===== config.mk =====
export PLATFORM = sky130hd
export DESIGN_NAME = dac_update_scheduler
export DESIGN_NICKNAME = d
export VERILOG_FILES = /design/src/rtl/dac_update_scheduler.sv
export SDC_FILE = /design/constraint.sdc
export NUM_CORES = 1
export LEC_CHECK = 0
export BUFFER_PORTS_ARGS = -buffer_cell sky130_fd_sc_hd__buf_4
export CORE_MARGIN = 10
export CORE_UTILIZATION = 50
export DETAILED_ROUTE_END_ITERATION = 8
export HOLD_SLACK_MARGIN = 0.02
export PLACE_DENSITY = 0.7
export SLEW_MARGIN = 20
export SYNTH_ARGS = -nofsm -noshare
export SYNTH_HDL_FRONTEND = slang
export SYNTH_SLANG_ARGS = --single-unit

===== constraint.sdc =====
create_clock -name clk -period 2.1 [get_ports clk]
set_input_delay 0.315 -clock clk [delete_from_list [all_inputs] [get_ports clk]]
set_output_delay 0.315 -clock clk [all_outputs]
set_load 0.02 [all_outputs]

===== src/rtl/dac_update_scheduler.sv =====
// dac_update_scheduler: shares one 16-bit SPI DAC serializer between NUM_CH channels
// with round-robin issue and a common LDAC strobe after each batch drains.
module dac_update_scheduler #(
    parameter int NUM_CH      = 4,
    parameter int CH_BITS     = 2,
    parameter int DATA_BITS   = 12,
    parameter int LDAC_CYCLES = 2
) (
    input  logic                 clk,
    input  logic                 rst_n,
    input  logic                 enable,
    input  logic                 wr_en,
    input  logic [CH_BITS-1:0]   wr_ch,
    input  logic [DATA_BITS-1:0] wr_data,
    output logic                 spi_start,
    output logic [15:0]          spi_word,
    input  logic                 spi_busy,
    output logic                 ldac_n,
    output logic [NUM_CH-1:0]    pending,
    output logic                 idle
);
    typedef enum logic [2:0] {IDLE, ISSUE, WAIT_HI, WAIT_LO, LDAC} state_t;
    localparam int CW = (LDAC_CYCLES > 1) ? $clog2(LDAC_CYCLES) : 1;

    state_t               state_q, state_d;
    logic [NUM_CH-1:0]    pending_q, pending_d;
    logic [DATA_BITS-1:0] shadow_q [NUM_CH];
    logic [DATA_BITS-1:0] shadow_d [NUM_CH];
    logic [CH_BITS-1:0]   rr_ptr_q, rr_ptr_d, sel;
    logic [15:0]          spi_word_q, spi_word_d;
    logic                 dirty_q, dirty_d;
    logic [CW-1:0]        cnt_q, cnt_d;
    logic                 go;
    int                   idx;

    // Word, pending clear and pointer update all happen on the edge entering ISSUE,
    // so a write landing on that same edge or during ISSUE survives as pending.
    always_comb begin
        sel = '0;
        idx = 0;
        for (int i = NUM_CH - 1; i >= 0; i--) begin
            idx = int'(rr_ptr_q) + i;
            if (idx >= NUM_CH) idx = idx - NUM_CH;
            if (pending_q[idx]) sel = CH_BITS'(idx);
        end
    end

    always_comb begin
        state_d    = state_q;
        pending_d  = pending_q;
        shadow_d   = shadow_q;
        rr_ptr_d   = rr_ptr_q;
        spi_word_d = spi_word_q;
        dirty_d    = dirty_q;
        cnt_d      = cnt_q;
        go         = 1'b0;
        case (state_q)
            IDLE:    go = enable && (|pending_q) && !spi_busy;
            ISSUE:   state_d = WAIT_HI;
            WAIT_HI: state_d = spi_busy ? WAIT_LO : WAIT_HI;
            WAIT_LO: begin
                if (!spi_busy) begin
                    if (enable && (|pending_q)) begin
                        go = 1'b1;
                    end else if (dirty_q) begin
                        state_d = LDAC;
                        cnt_d   = CW'(LDAC_CYCLES - 1);
                    end else begin
                        state_d = IDLE;
                    end
                end
            end
            LDAC: begin
                if (cnt_q == '0) begin
                    state_d = IDLE;
                    dirty_d = 1'b0;
                end else begin
                    cnt_d = cnt_q - CW'(1);
                end
            end
            default: state_d = IDLE;
        endcase
        if (go) begin
            state_d        = ISSUE;
            pending_d[sel] = 1'b0;
            spi_word_d     = {2'b00, 2'(sel), shadow_q[sel]};
            rr_ptr_d       = (int'(sel) == NUM_CH - 1) ? '0 : sel + CH_BITS'(1);
            dirty_d        = 1'b1;
        end
        if (wr_en && int'(wr_ch) < NUM_CH) begin
            shadow_d[wr_ch]  = wr_data;
            pending_d[wr_ch] = 1'b1;
        end
    end

    always_ff @(posedge clk or negedge rst_n) begin
        if (!rst_n) begin
            state_q    <= IDLE;
            pending_q  <= '0;
            shadow_q   <= '{default: '0};
            rr_ptr_q   <= '0;
            spi_word_q <= '0;
            dirty_q    <= 1'b0;
            cnt_q      <= '0;
        end else begin
            state_q    <= state_d;
            pending_q  <= pending_d;
            shadow_q   <= shadow_d;
            rr_ptr_q   <= rr_ptr_d;
            spi_word_q <= spi_word_d;
            dirty_q    <= dirty_d;
            cnt_q      <= cnt_d;
        end
    end

    assign spi_start = (state_q == ISSUE);
    assign spi_word  = spi_word_q;
    assign ldac_n    = (state_q != LDAC);
    assign pending   = pending_q;
    assign idle      = (state_q == IDLE) && (pending_q == '0);
endmodule

==> results of run 1 <==
==> cell type report <==
type | count | area (sq um)
Clock buffer | 12 | 165.2
Clock inverter | 4 | 97.59
Fill cell | 520 | 2360
Inverter | 4 | 15.01
Multi-Input combinational cell | 177 | 1411
Sequential cell | 73 | 1827
Tap cell | 77 | 96.34
Timing Repair Buffer | 58 | 450.4
==> cells by family after synthesis <==
kind of cell / Yosys count / share of synthesized area, %
flops: 73 / 54.93
simple gates: 70 / 9.669
compound gates: 55 / 14.94
mux: 49 / 16.55
buf+inv: 21 / 3.423
fa+ha+maj: 1 / 0.3762
other cells: 1 / 0.1128
==> cells in the mapped netlist, drive strengths merged <==
| cell | n | area [sq um] |
|---|---|---|
| a2111o | 1 | 11.26 |
| a2111oi | 13 | 176.4 |
| a211oi | 1 | 7.510 |
| a21boi | 15 | 112.6 |
| a21o | 2 | 15.01 |
| a311oi | 12 | 105.1 |
| a32oi | 1 | 8.760 |
| and2 | 1 | 6.260 |
| and3b | 1 | 8.760 |
| buf | 12 | 78.82 |
| clkbuf | 5 | 20.01 |
| conb | 1 | 3.750 |
| dfrtp | 73 | 1827 |
| ha | 1 | 12.51 |
| inv | 4 | 15.02 |
| mux2 | 48 | 540.5 |
| mux2i | 1 | 10.01 |
| nand2 | 38 | 142.6 |
| nand2b | 3 | 18.77 |
| nand3 | 2 | 10.01 |
| nand3b | 2 | 15.01 |
| nor2 | 15 | 56.30 |
| nor2b | 3 | 18.77 |
| nor3b | 2 | 15.01 |
| nor4 | 1 | 12.51 |
| o2111ai | 1 | 8.760 |
| o21a | 1 | 7.510 |
| o21ai | 7 | 35.03 |
| o31a | 1 | 8.760 |
| or2 | 1 | 6.260 |
| or3 | 1 | 11.26 |
==> routing by layer <==
layer  wire length (microns)  up-vias  track usage, %
met5                       0        -               0
met4                      95        0           5.611
met3                     362        8           4.357
met2                    3649       49           25.70
met1                    3455     1176           18.70
li1                        -     1087               -
==> how the worst max path moves through the flow <==
stage                             end  slack, ns        start
after floorplan           rr_ptr_q[1]       0.19   pending[3]
after global placement    spi_word[4]       0.24  rr_ptr_q[1]
after detailed placement  spi_word[0]       0.13  rr_ptr_q[1]
after CTS                        idle       0.03   pending[3]
after global routing             idle      0.005   pending[3]
final                            idle        0.1   pending[3]
==> state kept, by name, indices dropped and copies added, names as in the netlist <==
name / flops
shadow_q: 48
spi_word: 14
pending: 4
state_q: 3
rr_ptr_q: 2
cnt_q: 1
dirty_q: 1
==> power breakdown <==
part | leakage, uW | internal [uW] | total [uW] | switching [uW]
Clock | 0.000129 | 887 | 1410 | 520
Combinational | 0.000772 | 923 | 2290 | 1370
Sequential | 0.000845 | 1810 | 2110 | 297
Total | 0.00175 | 3620 | 5810 | 2190
==> worst max-delay path, cell delays in order, from the launching register on <==
cell,delay [ns]
dfrtp_1,0.39
buf_4,0.17
nor4_4,0.23
buf_4,0.18
nor3b_1,0.21
buf_4,0.18
==> timing repair <==
action                                  4_1_cts  5_1_grt
gates resized for setup                       0        5
endpoints found under the setup margin        0        4
hold buffers                                  1        0
hold endpoints to repair                     36        0
==> metrics by stage <==
step / setup WS [ns] / instances
2_1_floorplan: 0.1901 / 271
3_3_place_gp: 0.2400 / 388
3_5_place_dp: 0.1287 / 388
4_1_cts: 0.03147 / 405
5_1_grt: 0.005189 / 405
6_report: 0.09550 / 405
==> impl_metrics.env, run 1 <==
export IMPL_place_hpwl_microns=4922
export IMPL_initial_core_util_pct=51.78
export IMPL_layout_common_cells="73 x dfrtp_1, 56 x buf_4, 48 x mux2_2"
export IMPL_drtIter0Drc=110
export IMPL_gr_total_overflow=0
export IMPL_period_minus_slack_ns=2.005
export IMPL_whs_endpoint="shadow_q[25]"
export IMPL_timing_setup_tns_ns=0
export IMPL_powerDensity_mw_per_mm2=1430
export IMPL_crit_fanout=7
export IMPL_utilization_pct=63.26
export IMPL_clk_latency_ns=0.35
export IMPL_relSlewSlack_pct=66.55
export IMPL_grt_pass1_vias=2403
export IMPL_die_h_microns=101.6
export IMPL_yosys_warnings=0
export IMPL_place_gp_congestion=0.8278
export IMPL_grt_usage_pct=15.44
export IMPL_synth_area_sq_mm=0.003326
export IMPL_holdWs_ns=0.2241
export IMPL_syn_avg_cell_area_sq_um=12.32
export IMPL_ios=42
export IMPL_wl_microns=7563
export IMPL_fmax_mhz=498.9
export IMPL_synthDistinctLibCells=40
export IMPL_reg2reg_to="spi_word[0]"
export IMPL_path_clk_slew_ns=0.08
export IMPL_grt_pass1_wl_microns=12270
export IMPL_syn_inst=270
export IMPL_start_kind="flop"
export IMPL_r2r_slack_ns=0.14
export IMPL_hold_depth=2
export IMPL_critPathRequiredTime_ns=1.78
export IMPL_htree_levels=3
export IMPL_drt_antenna_violating_nets=0
export IMPL_rr_startpoint="rr_ptr_q[1]"
export IMPL_rsz0062_at_grt="no"
export IMPL_cap_violations=0
export IMPL_core_area_sq_mm=0.006422
export IMPL_hold_viol=0
export IMPL_worstSetupPathType="reg -> out"
export IMPL_final_cell_area_sq_mm=0.004063
export IMPL_grt_max_degree=38
export IMPL_cts_buffer_depth=2
export IMPL_cts_setup_buffers=0
export IMPL_vdd_ir_drop_max_v=0.0007748
export IMPL_totalPowerFinal_uw=5808
export IMPL_die_x_microns=101.6
export IMPL_fin_skew_ns=0.01199
export IMPL_dpl_cell_area_sq_mm=0.003772
export IMPL_firstDrtPassIters=4
export IMPL_power_leakage_uw=0.001746
export IMPL_hp_class="in -> reg"
export IMPL_drive_above_1_share_pct=41.16
export IMPL_r2r_cells=5
export IMPL_die_area_sq_mm=0.01031
export IMPL_drc=0
export IMPL_cts_tree="built"
export IMPL_areaGrowthSynthToFinish_pct=22.16
export IMPL_setup_viol=0
export IMPL_antenna_cells=0
export IMPL_port_buffers=39
export IMPL_arrival_ns=1.69
export IMPL_outcome="completed"
export IMPL_cts_buffers=9
export IMPL_cp_end_kind="output pin"
export IMPL_tightest_slew_ns=0.5018
export IMPL_timing_final_crit_share_pct=95.45
export IMPL_min_from="wr_data[1]"
export IMPL_antenna_found_initial=0
export IMPL_yosysSeqAreaShare_pct=54.93
export IMPL_drv_slew=0
export IMPL_wl_per_cell_microns=18.67
export IMPL_cts_sinks=73
export IMPL_vias_per_cell=5.728
export IMPL_vias=2320
export IMPL_root_buffer="clkbuf_8"
export IMPL_ys_ff_latch=73
export IMPL_layout_commonest_cell="dfrtp_1"
export IMPL_rows=29
export IMPL_final_nets=343
Power figures use the tool's default switching activity.
==> inputs of run 2 (changes only) <==
--- a/config.mk
+++ b/config.mk
@@ -5,6 +5,7 @@
 export SDC_FILE = /design/constraint.sdc
 export NUM_CORES = 1
 export LEC_CHECK = 0
+export ABC_AREA = 1
 export BUFFER_PORTS_ARGS = -buffer_cell sky130_fd_sc_hd__buf_4
 export CORE_MARGIN = 10
 export CORE_UTILIZATION = 50
==> run 2 against run 1 <==
Register-to-register slack improved by 0.02 ns. Clock power fell by 15%. Hold slack improved by 0.020 ns. Largest cell class unchanged.
==> impl_metrics.env, run 2 <==
export IMPL_cap_violations=0
export IMPL_fin_ws_ns=0.1601
export IMPL_setup_viol=0
export IMPL_cts_sinks=73
export IMPL_crit_chain="buf_4, nand2_1, nand3_2, nand2_1, inv_2, nand2_2, nand2_4, nand2_8, inv_1, ha_1, o21ai_0"
export IMPL_die_x_microns=104.9
export IMPL_grt_usage_pct=15.68
export IMPL_synth_edff_count=0
export IMPL_antenna_found_initial=0
export IMPL_wl_microns=8575
export IMPL_vias=3126
export IMPL_grt_pass1_vias=3097
export IMPL_areaGrowthSynthToFinish_pct=19.26
export IMPL_grt_pass1_wl_microns=14520
export IMPL_place_gp_congestion=0.7917
export IMPL_root_buffer="clkbuf_8"
export IMPL_hp_class="in -> reg"
export IMPL_period_minus_slack_ns=1.940
export IMPL_arrival_ns=2.20
export IMPL_synth_ff_type="dfrtp_1"
export IMPL_critPathRequiredTime_ns=2.36
export IMPL_rows=30
export IMPL_crit_path_end="rr_ptr_q[1]"
export IMPL_rsz0062_at_grt="no"
export IMPL_yosys_area_top_type_share_pct=50.75
export IMPL_drtIter0Drc=137
export IMPL_timing_final_crit_share_pct=92.38
export IMPL_worstSetupPathType="reg -> reg"
export IMPL_stdcell_count=620
export IMPL_drc=0
export IMPL_path_clk_slew_ns=0.08
export IMPL_power_leakage_uw=0.002334
export IMPL_utilization_pct=62.16
export IMPL_drive_above_1_share_pct=16.79
export IMPL_r2r_slack_ns=0.16
export IMPL_largest_reg_flops=48
export IMPL_reg2reg_to="rr_ptr_q[1]"
export IMPL_critical_path_max_stage_delay_ns=0.47
export IMPL_fin_skew_ns=0.01398
export IMPL_yosysSeqAreaShare_pct=50.75
export IMPL_htree_levels=3
export IMPL_largest_register="shadow_q"
export IMPL_drt_antenna_violating_nets=0
export IMPL_cp_end_kind="flop"
export IMPL_final_nets=539
export IMPL_dp_cells=598
export IMPL_place_hpwl_microns=5764
export IMPL_post_place_ws_ns=0.05875
export IMPL_syn_avg_cell_area_sq_um=7.675
export IMPL_ios=42
export IMPL_die_h_microns=104.9
export IMPL_crit_fanout=10
export IMPL_hold_viol=0
export IMPL_layout_common_cells="155 x nand2_1, 74 x inv_1, 72 x dfrtp_1"
export IMPL_powerDensity_mw_per_mm2=1515
export IMPL_wl_per_cell_microns=13.83
export IMPL_yosys_warnings=0
export IMPL_ys_ff_latch=73
export IMPL_grt_max_degree=38
export IMPL_fmax_mhz=515.5
export IMPL_post_synth_top_count_cell="nand2_1"
export IMPL_timing_setup_tns_ns=0
export IMPL_synthDistinctLibCells=29
export IMPL_critPathMostFrequentCell="nand2_1"
export IMPL_outcome="completed"
export IMPL_async_flop_share_pct=100.0
export IMPL_clk_latency_ns=0.35
export IMPL_gr_total_overflow=0
export IMPL_syn_inst=469
export IMPL_rr_startpoint="rr_ptr_q[0]"
export IMPL_synth_common_cells="155 x nand2_1, 74 x inv_1, 73 x dfrtp_1"
export IMPL_cp_slowest_cell="dfrtp_2"
export IMPL_port_buffers=39
export IMPL_drv_slew=0
export IMPL_synth_top_area_cell="dfrtp_1"
export IMPL_synth_area_sq_mm=0.003600
export IMPL_cts_tree="built"
export IMPL_vias_per_cell=5.042
export IMPL_cts_buffer_depth=2
export IMPL_critPathLaunch="rr_ptr_q[0]"
export IMPL_r2r_cells=11
export IMPL_initial_core_util_pct=52.12
export IMPL_core_area_sq_mm=0.006907
export IMPL_netlist_top_cells_area="dfrtp_1 51%, nand2_1 16%, nand3_1 7.8%, inv_1 7.7%, o21ai_0 7.4%"
export IMPL_layout_commonest_cell="nand2_1"
export IMPL_firstDrtPassIters=4
export IMPL_antenna_cells=0
export IMPL_vdd_ir_drop_max_v=0.0005551
export IMPL_cts_buffers=9
export IMPL_die_area_sq_mm=0.01099
export IMPL_start_kind="flop"
==> run 2: logic make-up after synthesis <==
family                     synth area share (%)
AOI/OAI and AO/OA                         9.072
buffers and inverters                     11.68
DFF                                       50.75
other                                    0.1042
adders and majority gates                0.3475
and+or+nand+nor                           28.05
==> run 2: how the worst min path moves through the flow <==
stage | from | to | slack [ns] | cells past startpoint
3_5_place_dp | rst_n | spi_word[13] | 0.31 | 1
5_1_grt | spi_busy | state_q[1] | 0.28 | 3
2_1_floorplan | rst_n | cnt_q | 0.02 | 0
4_1_cts | spi_busy | state_q[1] | 0.23 | 3
6_report | spi_busy | state_q[1] | 0.24 | 3
3_3_place_gp | rst_n | rr_ptr_q[1] | 0.31 | 1
==> run 2: what timing repair did <==
action,4_1_cts,5_1_grt
hold buffers,1,0
gates resized for setup,0,4
endpoints found under the setup margin,0,14
endpoints found under the hold margin,36,0
setup buffers,0,4
==> run 2: final cells by class <==
class	count	area (sq um)
clock inverter	7	95.09
sequential	73	1828
fill	655	2614
timing repair buffer	59	469.2
clock buffer	9	123.9
inverter	77	289.0
multi-input combinational	299	1368
tap	96	120.1
==> run 2: power by group <==
part | leakage, uW | total [uW] | internal [uW] | switching [uW]
registers | 0.000897 | 2010 | 1760 | 256
logic | 0.00134 | 3290 | 1250 | 2030
clock network | 0.0000975 | 1200 | 666 | 533
total | 0.00233 | 6500 | 3680 | 2820
==> run 2: through the flow <==
step | hold slack (ns) | cell area [sq um] | power [uW]
3_5_place_dp | 0.3128 | 4010 | 5144
4_1_cts | 0.2266 | 4239 | 6366
6_report | 0.2443 | 4293 | 6502
2_1_floorplan | 0.01941 | 3603 | 4313
5_1_grt | 0.2769 | 4293 | 7071
3_3_place_gp | 0.3121 | 4010 | 5049
==> run 2: worst max-delay path: cells and delay by family (launching register included) <==
family          cells  cell delay (ns)
simple gates        6             0.62
buf+inv             3             0.29
flops               1             0.47
compound gates      1             0.18
fa+ha+maj           1             0.27
==> run 2: metal layers <==
layer / vias up / global-route usage [%] / routed length, microns
met4: 0 / 5.392 / 146
met5: - / 0 / 0
li1: 1554 / - / -
met3: 14 / 3.256 / 421
met2: 71 / 25.98 / 4113
met1: 1487 / 19.83 / 3892
